## config.mk

```make
export PLATFORM = sky130hd
export DESIGN_NAME = reg_wb_ctrl
export DESIGN_NICKNAME = d
export VERILOG_FILES = /design/src/rtl/rv_pkg.sv /design/src/rtl/wb_scoreboard.sv /design/src/rtl/reg_wb_ctrl.sv
export SDC_FILE = /design/constraint.sdc
export NUM_CORES = 1
export LEC_CHECK = 0
export ABC_AREA = 0
export ABC_CLOCK_PERIOD_IN_PS = 4950
export CELL_PAD_IN_SITES_DETAIL_PLACEMENT = 0
export CELL_PAD_IN_SITES_GLOBAL_PLACEMENT = 1
export CORE_MARGIN = 2
export CORE_UTILIZATION = 36
export DETAILED_ROUTE_END_ITERATION = 10
export GPL_TIMING_DRIVEN = 0
export HOLD_SLACK_MARGIN = 0.12
export PLACE_DENSITY = 0.88
export SYNTH_ARGS = -nofsm -noshare
export SYNTH_HDL_FRONTEND = slang
export SYNTH_SLANG_ARGS = --single-unit
```

## constraint.sdc

```tcl
create_clock -name clk_in -period 4.95 [get_ports clk_in]
set_input_delay 1.2375 -clock clk_in [delete_from_list [all_inputs] [get_ports clk_in]]
set_output_delay 1.2375 -clock clk_in [all_outputs]
set_load 0.02 [all_outputs]
```

## src/rtl/rv_pkg.sv

```systemverilog
// -----------------------------------------------------------------------------
// rv_pkg
// Shared register-file geometry and the write-back source selector used by the
// write-back controller and its scoreboard.
//   XLEN       : data width of a register
//   REG_ADDR_W : width of a register index
//   NUM_REGS   : number of architectural registers (x0 hard-wired to zero)
//   wb_src_e   : which producer owns the write port in a given cycle
// -----------------------------------------------------------------------------
package rv_pkg;

   localparam int XLEN       = 32;
   localparam int REG_ADDR_W = 5;
   localparam int NUM_REGS   = 32;

   typedef enum logic [1:0] {
      WB_NONE,
      WB_ALU,
      WB_LD
   } wb_src_e;

endpackage

```

## src/rtl/wb_scoreboard.sv

```systemverilog
// -----------------------------------------------------------------------------
// wb_scoreboard
// Tracks which registers have a write outstanding and flags issue hazards.
// A register becomes busy when an instruction writing it issues cleanly and
// becomes free when its result leaves the registered write port.
//
// Ports
//   clk, rst_n         : clock, asynchronous active-low reset
//   iss_valid/iss_rd   : instruction issue and its destination
//   iss_rs1/iss_rs2    : source registers of the issuing instruction
//   wb_en/wb_addr      : registered write port of the register file
//   busy               : one bit per register, bit 0 always 0
//   hazard             : issue must stall this cycle
//
// Build option
//   WB_FWD_EN : a source matching the register being written this cycle is
//               not a hazard, because the register file writes through.
// -----------------------------------------------------------------------------
module wb_scoreboard
   import rv_pkg::*;
(
   input  logic                  clk,
   input  logic                  rst_n,
   input  logic                  iss_valid,
   input  logic [REG_ADDR_W-1:0] iss_rd,
   input  logic [REG_ADDR_W-1:0] iss_rs1,
   input  logic [REG_ADDR_W-1:0] iss_rs2,
   input  logic                  wb_en,
   input  logic [REG_ADDR_W-1:0] wb_addr,
   output logic [NUM_REGS-1:0]   busy,
   output logic                  hazard
);

   logic [NUM_REGS-1:0] busy_q;
   logic [NUM_REGS-1:0] busy_d;
   logic [NUM_REGS-1:0] set_mask;
   logic [NUM_REGS-1:0] clr_mask;
   logic                rs1_busy;
   logic                rs2_busy;
   logic                rd_busy;
   logic                issue_ok;

   always_comb begin
      rs1_busy = busy_q[iss_rs1];
      rs2_busy = busy_q[iss_rs2];
      rd_busy  = busy_q[iss_rd];
`ifdef WB_FWD_EN
      // Only sources can be forwarded; a pending write to the destination
      // is still a WAW hazard.
      if (wb_en && (iss_rs1 == wb_addr)) rs1_busy = 1'b0;
      if (wb_en && (iss_rs2 == wb_addr)) rs2_busy = 1'b0;
`endif
   end

   // Held low during reset even if the issue inputs are active.
   assign hazard   = rst_n & iss_valid & (rs1_busy | rs2_busy | rd_busy);
   assign issue_ok = iss_valid & ~hazard & (iss_rd != '0);

   always_comb begin
      set_mask = '0;
      clr_mask = '0;
      if (issue_ok) set_mask = NUM_REGS'(1) << iss_rd;
      if (wb_en)    clr_mask = NUM_REGS'(1) << wb_addr;
      // Set after clear: a same-cycle re-issue of the retiring register wins.
      busy_d    = (busy_q & ~clr_mask) | set_mask;
      busy_d[0] = 1'b0;
   end

   always_ff @(posedge clk or negedge rst_n) begin
      if (!rst_n) busy_q <= '0;
      else        busy_q <= busy_d;
   end

   assign busy = busy_q;

endmodule

```

## src/rtl/reg_wb_ctrl.sv

```systemverilog
// -----------------------------------------------------------------------------
// reg_wb_ctrl
// Write-back controller: arbitrates a single-cycle ALU result and a held load
// result onto one registered register-file write port, with a starvation
// guard for the load, and keeps the register scoreboard.
//
// Ports
//   clk_in, rst_n_in                       : clock, async active-low reset
//   iss_valid_in, iss_rd_in                : issue of an rd-writing instruction
//   iss_rs1_in, iss_rs2_in                 : its source registers
//   alu_valid_in, alu_rd_in, alu_data_in   : ALU result
//   ld_valid_in, ld_rd_in, ld_data_in      : load result, held until accepted
//   ld_ready_o                             : load accepted this cycle
//   alu_stall_o                            : ALU must hold its result
//   wr_en_o, rd_addr_o, rd_data_o          : registered write port
//   busy_o, hazard_o                       : scoreboard vector, issue stall
//
// Parameter
//   STARVE_LIMIT : cycles a pending load may lose before it is forced through
// Build option
//   WB_FWD_EN    : hazard check assumes register-file write-through
// -----------------------------------------------------------------------------
module reg_wb_ctrl
   import rv_pkg::*;
#(
   parameter int STARVE_LIMIT = 4
) (
   input  logic                  clk_in,
   input  logic                  rst_n_in,
   input  logic                  iss_valid_in,
   input  logic [REG_ADDR_W-1:0] iss_rd_in,
   input  logic [REG_ADDR_W-1:0] iss_rs1_in,
   input  logic [REG_ADDR_W-1:0] iss_rs2_in,
   input  logic                  alu_valid_in,
   input  logic [REG_ADDR_W-1:0] alu_rd_in,
   input  logic [XLEN-1:0]       alu_data_in,
   input  logic                  ld_valid_in,
   input  logic [REG_ADDR_W-1:0] ld_rd_in,
   input  logic [XLEN-1:0]       ld_data_in,
   output logic                  ld_ready_o,
   output logic                  alu_stall_o,
   output logic                  wr_en_o,
   output logic [REG_ADDR_W-1:0] rd_addr_o,
   output logic [XLEN-1:0]       rd_data_o,
   output logic [NUM_REGS-1:0]   busy_o,
   output logic                  hazard_o
);

   // The counter never passes STARVE_LIMIT: reaching it forces a grant.
   localparam int CNT_W = (STARVE_LIMIT < 1) ? 1 : $clog2(STARVE_LIMIT + 1);

   logic [CNT_W-1:0]      starve_cnt;
   logic                  force_ld;
   wb_src_e               grant_src;
   logic [REG_ADDR_W-1:0] sel_rd;
   logic [XLEN-1:0]       sel_data;

   logic                  wr_en_p1;
   logic [REG_ADDR_W-1:0] rd_addr_p1;
   logic [XLEN-1:0]       rd_data_p1;

   // Arbitration: ALU by default, load when the ALU is idle or starved too long.
   always_comb begin
      force_ld  = ld_valid_in && (starve_cnt == CNT_W'(STARVE_LIMIT));
      grant_src = WB_NONE;
      if (force_ld)          grant_src = WB_LD;
      else if (alu_valid_in) grant_src = WB_ALU;
      else if (ld_valid_in)  grant_src = WB_LD;

      sel_rd   = '0;
      sel_data = '0;
      case (grant_src)
         WB_ALU: begin
            sel_rd   = alu_rd_in;
            sel_data = alu_data_in;
         end
         WB_LD: begin
            sel_rd   = ld_rd_in;
            sel_data = ld_data_in;
         end
         default: ;
      endcase
   end

   assign ld_ready_o  = rst_n_in && (grant_src == WB_LD);
   assign alu_stall_o = rst_n_in && force_ld;

   always_ff @(posedge clk_in or negedge rst_n_in) begin
      if (!rst_n_in) begin
         starve_cnt <= '0;
      end else if (ld_valid_in && (grant_src != WB_LD)) begin
         starve_cnt <= starve_cnt + CNT_W'(1);
      end else begin
         starve_cnt <= '0;
      end
   end

   // ---- stage p1: registered write port ----
   // A result for x0 is consumed but never written.
   always_ff @(posedge clk_in or negedge rst_n_in) begin
      if (!rst_n_in) begin
         wr_en_p1   <= 1'b0;
         rd_addr_p1 <= '0;
         rd_data_p1 <= '0;
      end else begin
         wr_en_p1 <= (grant_src != WB_NONE) && (sel_rd != '0);
         if (grant_src != WB_NONE) begin
            rd_addr_p1 <= sel_rd;
            rd_data_p1 <= sel_data;
         end
      end
   end

   assign wr_en_o   = wr_en_p1;
   assign rd_addr_o = rd_addr_p1;
   assign rd_data_o = rd_data_p1;

   wb_scoreboard u_scoreboard (
      .clk       (clk_in),
      .rst_n     (rst_n_in),
      .iss_valid (iss_valid_in),
      .iss_rd    (iss_rd_in),
      .iss_rs1   (iss_rs1_in),
      .iss_rs2   (iss_rs2_in),
      .wb_en     (wr_en_p1),
      .wb_addr   (rd_addr_p1),
      .busy      (busy_o),
      .hazard    (hazard_o)
   );

endmodule

```

==> flow_metrics.py <==
metrics = {
    "setup_path": {
        "critPathLaunchType": "primary input",
        "cp.arrival_ns": 3.47,
        "cp_data_required_time_ns": 3.71,
        "crit_chain": "clkdlybuf4s50_1 > nor4bb_1 > nor3_1 > o311ai_0 > nand4_1 > o2111ai_4 > nor2b_1 > dlygate4sd2_1",
        "ff2ff_setup_slack_ns": 2.55,
        "worst-path-max-fanout": 6,
        "critPathSlowestCell": "clkdlybuf4s50_1",
        "worstSetupEndpointType": "output pin",
        "critPathMaxStageDelay_ns": 0.62,
        "critPathKind": "in2out",
    },
    "synthesis": {
        "yosys_warnings": 0,
        "ys_seq_area_share_pct": 40.79,
        "ys_top_cells_by_area": "dfrtp_1, a222oi_1, mux4_2",
        "syn-num-nets": 535,
        "synthArstFlopShare_pct": 100.0,
        "synth_top_area_share_pct": 40.79,
        "synth_edf_count": 0,
        "synth_top_area_cell": "dfrtp_1",
        "synth_area_mm2": 0.004417,
        "avgSynthCellArea_um2": 10.06,
        "yosys_register_bits": 72,
        "yosys.cell_types.count": 56,
        "synthCells": 439,
        "synth-main-ff-cell": "dfrtp_1",
    },
    "pwr": {
        "vdd_drop_max_mv": 0.1904,
        "p_per_area_mw_per_mm2": 387.8,
        "p_total_mw": 2.508,
        "p_leak_nw": 2.613,
    },
    "placed_design": {
        "io_buffers": 157,
        "dp_hpwl_um": 11850,
        "gp_congestion": 0.8746,
        "placedCellCount": 744,
        "preCtsSetupSlack_ns": -0.3739,
        "dpl_cell_area_mm2": 0.006197,
    },
    "floorplanning": {
        "pin_count": 167,
        "initial_core_util_pct": 36.77,
        "die-area_mm2": 0.01317,
        "die_x_um": 114.8,
        "die_height_um": 114.8,
        "core_mm2": 0.01201,
        "std_cell_rows": 40,
    },
    "timing": {
        "max_freq_ghz": 0.2122,
        "setup_slack_ns": 0.2376,
        "min_period_ns": 4.712,
        "slew_violations": 0,
        "hold_viol_final": 0,
        "timing.hold.ws_ns": 0.4780,
        "worst_slew_pin_slew_ns": 0.6388,
        "period_share_pct": 95.20,
        "setup_viol": 0,
        "clock_skew_ns": 0.005769,
        "tns_ns": 0,
        "max-slew-margin-rel_pct": 57.26,
        "rsz0062_at_grt": "no",
    },
    "cells_and_area": {
        "final_nets": 705,
        "nFillCells": 1061,
        "fin_util_pct": 53.83,
        "diodes": 0,
        "drive_above_1_share_pct": 9.283,
        "final_area_mm2": 0.006466,
        "multi_input_area_mm2": 0.002308,
        "ff_latch_area_mm2": 0.001802,
        "fin_cells": 761,
        "area_growth_pct": 46.40,
    },
    "global_route": {
        "grt_max_degree": 73,
        "grt.overflow.total": 0,
        "grt_pass1_wl_um": 23870,
        "track_usage_pct": 23.15,
        "antenna_found_initial": 0,
        "grt_pass1_vias": 4600,
    },
    "hold_path": {
        "hp-class": "reg2reg",
    },
    "flow_run": {
        "maxCapViolations": 0,
    },
    "clock_network": {
        "clockBufferDepth": 2,
        "cts_htree_levels": 3,
        "cts_buffers": 9,
        "holdBufCountCts": 0,
        "cts_sinks": 72,
        "cts_tree": "yes",
        "cts-root-buf": "clkbuf_16",
        "clk_latency_ns": 0.34,
        "path_clk_slew_ns": 0.05,
    },
    "detailed_routing": {
        "avgViaCountPerCell": 5.992,
        "route.vias.total": 4560,
        "drt.antenna.violating_nets": 0,
        "drt_wl_total_um": 15450,
        "first_pass_iters": 6,
        "dr.first_iter.drc_count": 434,
        "routedWlPerCell_um": 20.30,
        "post-route-drc-count": 0,
    },
    "status": {
        "status": "completed",
    },
}
## flip-flops by register name, indices dropped and copies added (netlist names)
| register | flops |
|---|---|
| starve_cnt | 3 |
| wr_en_o | 1 |
| u_scoreboard.busy | 31 |
| rd_data_o | 32 |
| rd_addr_o | 5 |
## placed cells by master, fill, tap and decap left out, types with 3 or more instances in the layout
| master | n |
|---|---|
| nand3_1 | 15 |
| o21a_1 | 8 |
| buf_6 | 4 |
| nand2_1 | 38 |
| o211ai_1 | 3 |
| clkdlybuf4s50_1 | 154 |
| a22oi_1 | 7 |
| nand4_1 | 5 |
| o21ai_0 | 27 |
| mux4_1 | 3 |
| a21oi_1 | 14 |
| nor2_1 | 25 |
| o31ai_1 | 9 |
| o31a_1 | 4 |
| o211ai_2 | 7 |
| nor2b_1 | 8 |
| a222oi_1 | 37 |
| mux2i_1 | 9 |
| nor3_1 | 5 |
| nand2b_1 | 9 |
| buf_4 | 4 |
| clkbuf_16 | 9 |
| clkbuf_1 | 23 |
| mux4_2 | 16 |
| inv_1 | 44 |
| dfrtp_1 | 72 |
| o21ai_1 | 3 |
| mux2_2 | 4 |
| or4_1 | 3 |
## metal layers
layer | global-route usage (%) | share of wire, %
met3 | 8.118 | 13
met1 | 28.13 | 38
met4 | 5.301 | 1.2
met2 | 39.84 | 49
met5 | 0 | 0
## worst paths after layout
kind / start / endpoint / depth (start not counted)
min: starve_cnt[0] / starve_cnt[0] / 1
max: iss_rs2_in[1] / hazard_o / 8
min in group asynchronous: rst_n_in / u_scoreboard.busy[19] / 1
max in group asynchronous: rst_n_in / u_scoreboard.busy[29] / 2
max reg2reg: u_scoreboard.busy[18] / u_scoreboard.busy[22] / 7
min reg2reg: starve_cnt[0] / starve_cnt[0] / 1
## power breakdown
| part | switching [mW] | internal [mW] | leakage (nW) | total (mW) |
|---|---|---|---|---|
| sequential | 0.196 | 0.713 | 0.869 | 0.909 |
| combinational | 0.482 | 0.535 | 1.62 | 1.02 |
| clock | 0.243 | 0.339 | 0.128 | 0.582 |
| total | 0.921 | 1.59 | 2.61 | 2.51 |
## kinds of logic (layout without fill, tap and decap cells)
logic type,count (synthesis),count (layout),synth area share [%]
xor gates and xnor gates,1,1,0.1983
AOI/OAI and AO/OA,136,136,24.53
other,1,1,0.08490
DFF,72,72,40.79
buffers and inverters,72,247,6.941
muxes,32,32,13.00
and+or+nand+nor,123,123,13.88
adders and majority gates,2,2,0.5665
## Yosys cell counts, types with 5 or more instances
cell,count
dfrtp_1,72
inv_1,44
nand2_1,38
a222oi_1,37
o21ai_0,27
nor2_1,25
clkbuf_1,21
mux4_2,16
nand3_1,15
a21oi_1,14
mux2i_1,9
nand2b_1,9
o31ai_1,9
nor2b_1,8
o21a_1,8
a22oi_1,7
o211ai_2,7
nand4_1,5
nor3_1,5
## timing repair
| action | in CTS | in global routing |
|---|---|---|
| hold endpoints to repair | 0 | 0 |
| gates resized for setup | 4 | 2 |
| setup buffers | 1 | 0 |
| pin swaps | 2 | 0 |
| endpoints found under the setup margin | 2 | 1 |
## cell type report
class	count	area share (%)
timing repair buffer	159	24.77
multi-input combinational	295	35.70
sequential	72	27.86
clock buffer	13	3.715
tap	147	2.844
inverter	44	2.554
buffer	28	2.264
clock inverter	3	0.2902
## worst max-delay path: cells and delay by family
| family | cells | cell delay, ns |
|---|---|---|
| compound gates | 2 | 0.35 |
| buf+inv | 2 | 0.96 |
| simple gates | 4 | 0.92 |
Note: power is estimated with default switching activity, not from simulation.
